### config.mk
export PLATFORM = sky130hd
export DESIGN_NAME = prbs_bit_tx_flat
export DESIGN_NICKNAME = d
export VERILOG_FILES = /design/src/rtl/prbs_bit_tx_if.sv /design/src/rtl/prbs_bit_tx.sv /design/src/flat_wrapper.sv
export SDC_FILE = /design/constraint.sdc
export NUM_CORES = 1
export LEC_CHECK = 0
export BUFFER_PORTS_ARGS = -buffer_cell sky130_fd_sc_hd__clkbuf_2
export CORE_MARGIN = 2
export CORE_UTILIZATION = 37
export DETAILED_ROUTE_END_ITERATION = 12
export PLACE_DENSITY_LB_ADDON = 0.2
export SKIP_CTS_REPAIR_TIMING = 1
export SYNTH_ARGS = -nofsm -noshare
export SYNTH_HDL_FRONTEND = slang
export SYNTH_SLANG_ARGS = --single-unit
### constraint.sdc
create_clock -name CLK -period 3.05 [get_ports CLK]
set_input_delay 0.61 -clock CLK [delete_from_list [all_inputs] [get_ports CLK]]
set_output_delay 0.61 -clock CLK [all_outputs]
set_load 0.01 [all_outputs]
### src/rtl/prbs_bit_tx_if.sv
// Serial stream interface for the PRBS transmitter: one data bit with a
// valid/ready handshake. The transmitter drives O/O_valid, the link drives O_ready.
interface prbs_bit_tx_if;
   logic O;
   logic O_valid;
   logic O_ready;

   modport master (
      output O,
      output O_valid,
      input  O_ready
   );

   modport slave (
      input  O,
      input  O_valid,
      output O_ready
   );
endinterface : prbs_bit_tx_if

### src/rtl/prbs_bit_tx.sv
// PRBS bit transmitter: emits a seeded Fibonacci LFSR stream, one bit per
// valid/ready transfer, for a programmable number of bits per burst. A single
// pending error flag inverts exactly one transmitted bit without disturbing
// the sequence, so the far-end checker sees one isolated mismatch.
module prbs_bit_tx #(
   parameter int unsigned     WIDTH     = 7,
   parameter int unsigned     TAP_A     = 7,
   parameter int unsigned     TAP_B     = 6,
   parameter logic [WIDTH-1:0] SEED     = 7'h7F,
   parameter int unsigned     LEN_WIDTH = 16
) (
   input  logic                 CLK,
   input  logic                 ASYNCRESETN,
   input  logic                 start,
   input  logic [LEN_WIDTH-1:0] len,
   input  logic                 inject_err,
   output logic                 busy,
   output logic                 done,
   prbs_bit_tx_if.master        tx
);

   // An all-zero LFSR would lock up, so a zero seed is replaced by all-ones.
   localparam logic [WIDTH-1:0] SEED_EFF = (SEED == '0) ? '1 : SEED;

   typedef enum logic [1:0] {
      S_IDLE = 2'd0,
      S_RUN  = 2'd1,
      S_DONE = 2'd2
   } state_t;

   state_t               state_q, state_d;
   logic [WIDTH-1:0]     lfsr_q, lfsr_d;
   logic [LEN_WIDTH-1:0] cnt_q, cnt_d;
   logic                 err_pend_q, err_pend_d;
   logic                 valid;
   logic                 xfer;
   logic                 feedback;

   assign feedback = lfsr_q[TAP_A-1] ^ lfsr_q[TAP_B-1];
   assign xfer     = valid & tx.O_ready;

   // Burst control: next state, LFSR/counter update, status outputs.
   always_comb begin
      // NOTE: every signal gets a default before the case so no path leaves
      // it unassigned, which would otherwise infer a latch.
      state_d = state_q;
      lfsr_d  = lfsr_q;
      cnt_d   = cnt_q;
      valid   = 1'b0;
      busy    = 1'b0;
      done    = 1'b0;

      case (state_q)
         S_IDLE: begin
            if (start) begin
               if (len != '0) begin
                  lfsr_d  = SEED_EFF;
                  cnt_d   = len;
                  state_d = S_RUN;
               end else begin
                  // Zero-length burst: report completion without emitting bits.
                  state_d = S_DONE;
               end
            end
         end

         S_RUN: begin
            valid = 1'b1;
            busy  = 1'b1;
            // Everything advances only on an accepted bit, so a stall holds O steady.
            if (tx.O_ready) begin
               lfsr_d = {lfsr_q[WIDTH-2:0], feedback};
               cnt_d  = cnt_q - LEN_WIDTH'(1);
               if (cnt_q == LEN_WIDTH'(1)) begin
                  state_d = S_DONE;
               end
            end
         end

         S_DONE: begin
            done    = 1'b1;
            state_d = S_IDLE;
         end

         default: begin
            state_d = S_IDLE;
         end
      endcase
   end

   // Error flag: a transfer consumes the pending error; a new request re-arms
   // it, so a request arriving with a transfer applies to the following bit.
   always_comb begin
      err_pend_d = (err_pend_q & ~xfer) | inject_err;
   end

   assign tx.O_valid = valid;
   assign tx.O       = valid & (lfsr_q[WIDTH-1] ^ err_pend_q);

   // State registers with asynchronous clear.
   always_ff @(posedge CLK or negedge ASYNCRESETN) begin
      if (!ASYNCRESETN) begin
         state_q    <= S_IDLE;
         lfsr_q     <= SEED_EFF;
         cnt_q      <= '0;
         err_pend_q <= 1'b0;
      end else begin
         // NOTE: non-blocking assignments so every register samples the
         // pre-edge values regardless of statement order.
         state_q    <= state_d;
         lfsr_q     <= lfsr_d;
         cnt_q      <= cnt_d;
         err_pend_q <= err_pend_d;
      end
   end

endmodule : prbs_bit_tx

### src/flat_wrapper.sv
// flat-port wrapper written by rule: the top's interface ports become plain ports
module prbs_bit_tx_flat 
#(
   parameter int unsigned     WIDTH     = 7,
   parameter int unsigned     TAP_A     = 7,
   parameter int unsigned     TAP_B     = 6,
   parameter logic [WIDTH-1:0] SEED     = 7'h7F,
   parameter int unsigned     LEN_WIDTH = 16
)
  (CLK, ASYNCRESETN, start, len, inject_err, busy, done, tx_O, tx_O_valid, tx_O_ready);
  prbs_bit_tx_if tx_i ();
  input  logic CLK;
  input  logic ASYNCRESETN;
  input  logic start;
  input  logic [LEN_WIDTH-1:0] len;
  input  logic inject_err;
  output logic busy;
  output logic done;
  output wire logic [$bits(tx_i.O)-1:0] tx_O;
  output wire logic [$bits(tx_i.O_valid)-1:0] tx_O_valid;
  input wire logic [$bits(tx_i.O_ready)-1:0] tx_O_ready;
  assign tx_O = tx_i.O;
  assign tx_O_valid = tx_i.O_valid;
  assign tx_i.O_ready = tx_O_ready;
  prbs_bit_tx #(.WIDTH(WIDTH), .TAP_A(TAP_A), .TAP_B(TAP_B), .SEED(SEED), .LEN_WIDTH(LEN_WIDTH)) u_core (.CLK(CLK), .ASYNCRESETN(ASYNCRESETN), .start(start), .len(len), .inject_err(inject_err), .busy(busy), .done(done), .tx(tx_i));
endmodule
## After elaboration in Yosys (flattened, before gate mapping)

Index checks and enable logic that the tools add are counted.

| storage, ports and cells | value |
|---|---|
| bits in registers | 26 |
| output and inout port bits | 4 |
| bits of input ports | 21 |
| logic and storage cells | 39 |

| operators by class | value |
|---|---|
| $add $sub $neg | 1 |
| equality and inequality tests | 7 |
| multiplexer cells | 15 |
| reduce and logical (&&, ||, !) cells | 5 |
| bitwise logic cells | 7 |

Operator list:

| kind | count |
|---|---|
| $mux W16 | 3 |
| $pmux W16 S2 | 1 |
| $mux W7 | 3 |
| $eq A16 B1 Y1 const B | 1 |
| $reduce_bool A16 Y1 | 1 |
| $sub A16 B1 Y16 const B | 1 |
| $pmux W7 S2 | 1 |
| $mux W2 | 4 |
| $ne A2 B1 Y1 const B | 2 |
| $ne A2 B2 Y1 const B | 2 |
| $pmux W2 S2 | 1 |
| $reduce_and A4 Y1 | 1 |
| $and A1 B1 Y1 | 3 |
| $reduce_and A3 Y1 | 1 |
| $eq A2 B1 Y1 const B | 1 |
| $eq A2 B2 Y1 const B | 1 |
| $logic_not A2 Y1 | 1 |
| $mux W1 | 2 |
| $reduce_bool A2 Y1 | 1 |
| $xor A1 B1 Y1 | 2 |
| $not A1 Y1 | 1 |
| $or A1 B1 Y1 | 1 |

## Depth between registers and ports, before layout

Gate-level depths: netlist of the first run.

| logic depth | value |
|---|---|
| depth in word-level cells | 6 |
| gate-level depth with buffers | 6 |
| gate-level depth less buffers | 6 |

## Worst setup path after synthesis of the first run

Ideal clock, no wire load.

| timing | value |
|---|---|
| kind | register to output |
| start point | register u_core.state_q[0] |
| end point | output port tx_O |
| arrival time | 1.389 ns |
| data required time | 2.440 ns |
| path buffers | 3 |
| stages on the path, launching flop included | 6 |
| setup slack | 1.051 ns |
| cells stage by stage | dfrtp_1 > nand2b_1 > clkbuf_1 > clkbuf_1 > clkbuf_1 > nor2_1 |

| between the ends | value |
|---|---|
| cells in the longest elaborated chain, start to end | 3 |

RTL lines:

| element | RTL line | text |
|---|---|---|
| from (decl) | prbs_bit_tx.sv:31 | `state_t state_q, state_d;` |
| from (signal assigned) | prbs_bit_tx.sv:110 | `state_q <= state_d;` |
| $eq A2 B1 Y1 | prbs_bit_tx.sv:53 | `case (state_q)` |
| $mux W1 | prbs_bit_tx.sv:53 |  |
| $and A1 B1 Y1 | prbs_bit_tx.sv:98 | `assign tx.O = valid & (lfsr_q[WIDTH-1] ^ err_pend_q);` |
| to (decl) | flat_wrapper.sv:19 | `output wire logic [$bits(tx_i.O)-1:0] tx_O;` |

Every way passes these cells.

## Worst setup path after layout of the first run

| timing | value |
|---|---|
| start point | register u_core.state_q[0] |
| end point | output port busy |

| between the ends | value |
|---|---|
| cells in the longest elaborated chain, start to end | 2 |

RTL lines:

| element | RTL line | text |
|---|---|---|
| $eq A2 B1 Y1 | prbs_bit_tx.sv:53 |  |
| $mux W1 | prbs_bit_tx.sv:53 |  |
| to (decl) | flat_wrapper.sv:17 | `output logic busy;` |

Every way passes these cells.

==> results.cfg, run 1 <==
[die]
die_x_um = 71.4
die_area_um2 = 5090
start_util_pct = 38.6
dieHeight_um = 71.4
coreArea_um2 = 4350
io_pins = 25
rows = 24

[worst_setup_path]
regToRegSetupSlack_ns = 0.93
cp_top_family = flip-flops
critical_path_class = reg2out
worstPathArrival_ns = 1.79
crit_slowest_cell = dfrtp_1
end_kind = output port
crit_buf_inv = 2
required_ns = 2.44
crit_path_max_incr_delay_ns = 0.66
cp_cell_sequence = nand2b_1 -> inv_1 -> clkbuf_2
cp-start-kind = flip-flop
crit_fanout = 16

[clock_network]
cts-root-buf = clkbuf_8
cts_buffers = 3
clock_sinks = 26
cts_buffer_depth = 2
worst_skew_pair.late_latency_ns = 0.28
cts_tree = built
htreeDepth = 1
clkTransAtPathRegs_ns = 0.09

[flow_run]
drv_cap = 0

[yosys]
syn_area_per_cell_um2 = 9.08
synth_edf_count = 0
ys_top_cells_by_area = dfrtp_1, dfstp_2, mux2i_1
async_flop_share_pct = 100
ys.flop_type = dfrtp_1
ys_ff_latch = 26
yosysSeqAreaShare_pct = 39.3
yosysWarnings = 0
syn_area_um2 = 1680
yosys-top-cells-count = dfrtp_1, nor2_1, inv_1
synth_most_common_cell = dfrtp_1
ys_types = 51
synth_top_cell_area_share_pct = 28.3
syn-instance-count = 185
syn_nets = 208
synth_top_area_cell = dfrtp_1

[drt]
viasPerCell = 6.44
num_vias = 1654
wirelength_mm = 4.72
dr.pass1.iters = 5
drt_iter0_drc = 185
avgRoutedWirePerCell_um = 18.4
ant_nets = 0
route.detailed.drc = 0

[final_layout]
stdcell_count = 257
area_growth_pct = 12.7
nets = 229
antenna_cells = 0
drive_gt1_share_pct = 22.4

[timing]
skew_ns = 0.00291
tns_ns = 0
hold_viol = 0
timing.max_slew.rel_slack_pct = 34.8
worst_slew_pin_slew_ns = 0.969
fin_crit_ns = 2.40
timing.fmax_ghz = 0.416
fin_crit_sh_pct = 78.7
rsz0062_at_grt = false
slew_viol_final = 0
setup_violations = 0

[power_and_ir_drop]
power_leakage_nw = 0.774
ir_drop_mv = 0.379
total_power_w = 0.00181
powerDensity_nw_per_um2 = 958

[placed_design]
dpl.hpwl_mm = 3.46
dpl.cell_count = 253
gp_congestion = 0.949
io_buffer_count = 24

[global_route]
grt_pass1_vias = 1596
grt_max_degree = 34
antenna_found_initial = 0
grt_usage_pct = 19.6
grt_pass1_wl_mm = 7.87
grt_overflow_total = 0

[worst_hold_path]
hp-class = in2async

[status]
status = complete, no violations
==> power by group <==
| group | leakage, nW | internal [W] | switching, W |
|---|---|---|---|
| clock | 0.0228 | 0.0000939 | 0.000115 |
| combinational | 0.445 | 0.000391 | 0.000497 |
| sequential | 0.306 | 0.000534 | 0.000183 |
| total | 0.774 | 0.00102 | 0.000796 |
==> layout make-up <==
class	count	area, um2
clock buffers	4	45.0
fillers	440	2460
inverters	12	45.0
multi-input cells	134	921
flip-flops and latches	26	659
well taps	52	65.1
repair buffers	29	158
==> layer usage <==
metal / global-route usage (%) / vias to the layer above / part of all wire (%)
li1: - / 753 / -
met1: 24.9 / 825 / 43
met2: 34.1 / 69 / 50
met3: 2.81 / 7 / 5.0
met4: 6.71 / 0 / 1.6
met5: 0 / - / 0
==> metrics by stage <==
step,hold WS [ns],instance area [um2],utilization (%),setup WS [ns]
after floorplan,0.314,1680,-,1.05
after global placement,0.462,1850,42.4,0.802
after detailed placement,0.468,1850,42.4,0.811
after CTS,0.375,1890,43.5,0.682
after global routing,0.406,1890,43.5,0.496
final,0.345,1890,43.5,0.649
==> kinds of logic after synthesis <==
family | synth area share [%]
xor gates and xnor gates | 1.04
muxes | 5.44
adders and majority gates | 1.49
buffers and inverters | 5.89
AOI/OAI and AO/OA | 24.2
and+or+nand+nor | 22.7
DFF | 39.3
==> layout by cell type, fill, tap and decap left out, types with 3 or more instances in the layout <==
cell type,count
nor4b_1,3
a21oi_1,9
nor2_1,15
nand2_1,5
nor3_1,9
nor3b_1,3
o21ai_0,5
buf_4,5
dfrtp_1,19
mux2i_1,8
dfstp_2,7
nor4_1,10
nand3_1,3
clkbuf_8,3
o2bb2ai_1,8
a21o_1,3
clkbuf_2,24
o22ai_1,3
o221ai_1,6
nand2b_1,3
a211oi_1,3
inv_1,12
==> state kept, by name, summed over array words and instances (netlist names) <==
signal and cells:
u_core.cnt_q 16, u_core.state_q 2, u_core.err_pend_q 1, u_core.lfsr_q 7
==> worst paths after layout <==
kind | from | to | cells after the start
min in group CLK | u_core.lfsr_q[3] | u_core.lfsr_q[3] | 2
setup reg to reg | u_core.cnt_q[0] | u_core.cnt_q[12] | 6
hold / removal | ASYNCRESETN | u_core.cnt_q[13] | 1
setup / recovery | u_core.state_q[0] | busy | 3
max in group asynchronous | ASYNCRESETN | u_core.cnt_q[15] | 1
hold reg to reg | u_core.lfsr_q[3] | u_core.lfsr_q[3] | 2
(Power assumes the default switching activity.)
==> inputs of run 2 (changes only) <==
clock period = 2.5 ns   (was 3.05 ns; I/O delays follow)
==> results.cfg, run 2 (synthesis results as in run 1) <==
[die]
die_area_um2 = 5090
coreArea_um2 = 4350
start_util_pct = 38.6
rows = 24
dieHeight_um = 71.4
io_pins = 25
die_x_um = 71.4

[power_and_ir_drop]
ir_drop_mv = 0.636
powerDensity_nw_per_um2 = 1170
power_leakage_nw = 0.794
total_power_w = 0.00225

[clock_network]
cts_buffers = 3
worst_skew_pair.late_latency_ns = 0.27
clkTransAtPathRegs_ns = 0.10
cts_tree = built
cts_buffer_depth = 2
htreeDepth = 1
cts-root-buf = clkbuf_8
clock_sinks = 26

[timing]
setup_violations = 0
timing.max_slew.rel_slack_pct = 50.0
fin_crit_sh_pct = 84.9
skew_ns = 0.00154
rsz0062_at_grt = false
tns_ns = 0
fin_crit_ns = 2.12
slew_viol_final = 0
hold_viol = 0
worst_slew_pin_slew_ns = 0.744
timing.fmax_ghz = 0.471

[worst_setup_path]
cp_top_family = flip-flops
crit_slowest_cell = dfrtp_1
crit_path_max_incr_delay_ns = 0.55
crit_buf_inv = 2
required_ns = 2.00
end_kind = output port
worstPathArrival_ns = 1.62
cp-start-kind = flip-flop
crit_fanout = 42
critical_path_class = reg2out
cp_cell_sequence = nand2b_1 -> buf_4 -> nor2_1 -> clkbuf_2

[final_layout]
final_area_um2 = 1930
largestRegisters = u_core.cnt_q: 16 flops, u_core.lfsr_q: 7 flops, u_core.state_q: 2 flops
regMostFlops = u_core.cnt_q
nets = 232
drive_gt1_share_pct = 24.0
largest_register_ffs = 16
fillers = 433
antenna_cells = 0
final_common_cell = clkbuf_2
final_cell_mix = clkbuf_2, dfrtp_1, nor2_1
seqCellArea_um2 = 659
multi_input_area_um2 = 921
area_growth_pct = 14.7

[placed_design]
dpl.hpwl_mm = 3.29
io_buffer_count = 24
gp_congestion = 0.940
placed_area_um2 = 1870

[drt]
wirelength_mm = 4.59
ant_nets = 0
dr.pass1.iters = 4
num_vias = 1593
drt_iter0_drc = 192
avgRoutedWirePerCell_um = 17.6
viasPerCell = 6.13
route.detailed.drc = 0

[global_route]
grt_pass1_wl_mm = 7.55
grt_pass1_vias = 1578
grt_overflow_total = 0
grt_max_degree = 43
grt_usage_pct = 18.6
antenna_found_initial = 0

[status]
status = complete, no violations

[worst_hold_path]
hp-class = in2async

[flow_run]
drv_cap = 0
==> run 2: cell count changes in the layout (fill, tap and decap cells not counted), sizes merged <==
cell,change
buf,+3
==> run 2: worst reg2reg max path, cell delays in order (launching register included) <==
cell,delay [ns]
dfrtp_1,0.46
inv_1,0.09
ha_1,0.20
or3b_2,0.54
nor3_1,0.37
a221o_1,0.21
a32oi_1,0.09
==> run 2: routing by layer <==
layer	track usage [%]	vias to the layer above	part of all wire (%)
met5	0	-	0
met1	23.8	763	43
li1	-	760	-
met2	32.5	62	49
met4	5.87	0	2.0
met3	2.67	8	6.5
==> run 2: final cells by class <==
class	instances	area share [%]
Tap cell	52	3.38
Timing Repair Buffer	32	9.36
Clock buffer	4	2.86
Sequential cell	26	34.2
Multi-Input combinational cell	134	47.8
Inverter	12	2.34
==> run 2: metrics by stage <==
step | utilization [%] | worst slack, ns | cells | hold WS (ns)
floorplan | - | 0.611 | 185 | 0.204
global placement | 43.0 | 0.455 | 256 | 0.458
detailed placement | 43.0 | 0.422 | 256 | 0.467
CTS | 44.2 | 0.379 | 260 | 0.271
global route | 44.2 | 0.258 | 260 | 0.295
finish | 44.2 | 0.376 | 260 | 0.239
==> run 2: where the power goes <==
group | switching, W | leakage [nW] | internal [W] | total [W]
combinational | 0.000606 | 0.459 | 0.000496 | 0.00110
clock | 0.000143 | 0.0288 | 0.000141 | 0.000284
sequential | 0.000213 | 0.306 | 0.000652 | 0.000865
==> run 2: final timing paths <==
path | cells past startpoint | slack, ns | to | start
worst max-delay path | 4 | 0.38 | tx_O | u_core.state_q[1]
worst min-delay path | 1 | 0.24 | u_core.cnt_q[11] | ASYNCRESETN
worst max register to register | 6 | 0.43 | u_core.cnt_q[12] | u_core.cnt_q[0]
worst min register to register | 2 | 0.48 | u_core.lfsr_q[3] | u_core.lfsr_q[3]
max in group asynchronous | 1 | 1.83 | u_core.state_q[1] | ASYNCRESETN
min in group CLK | 2 | 0.40 | u_core.err_pend_q | inject_err
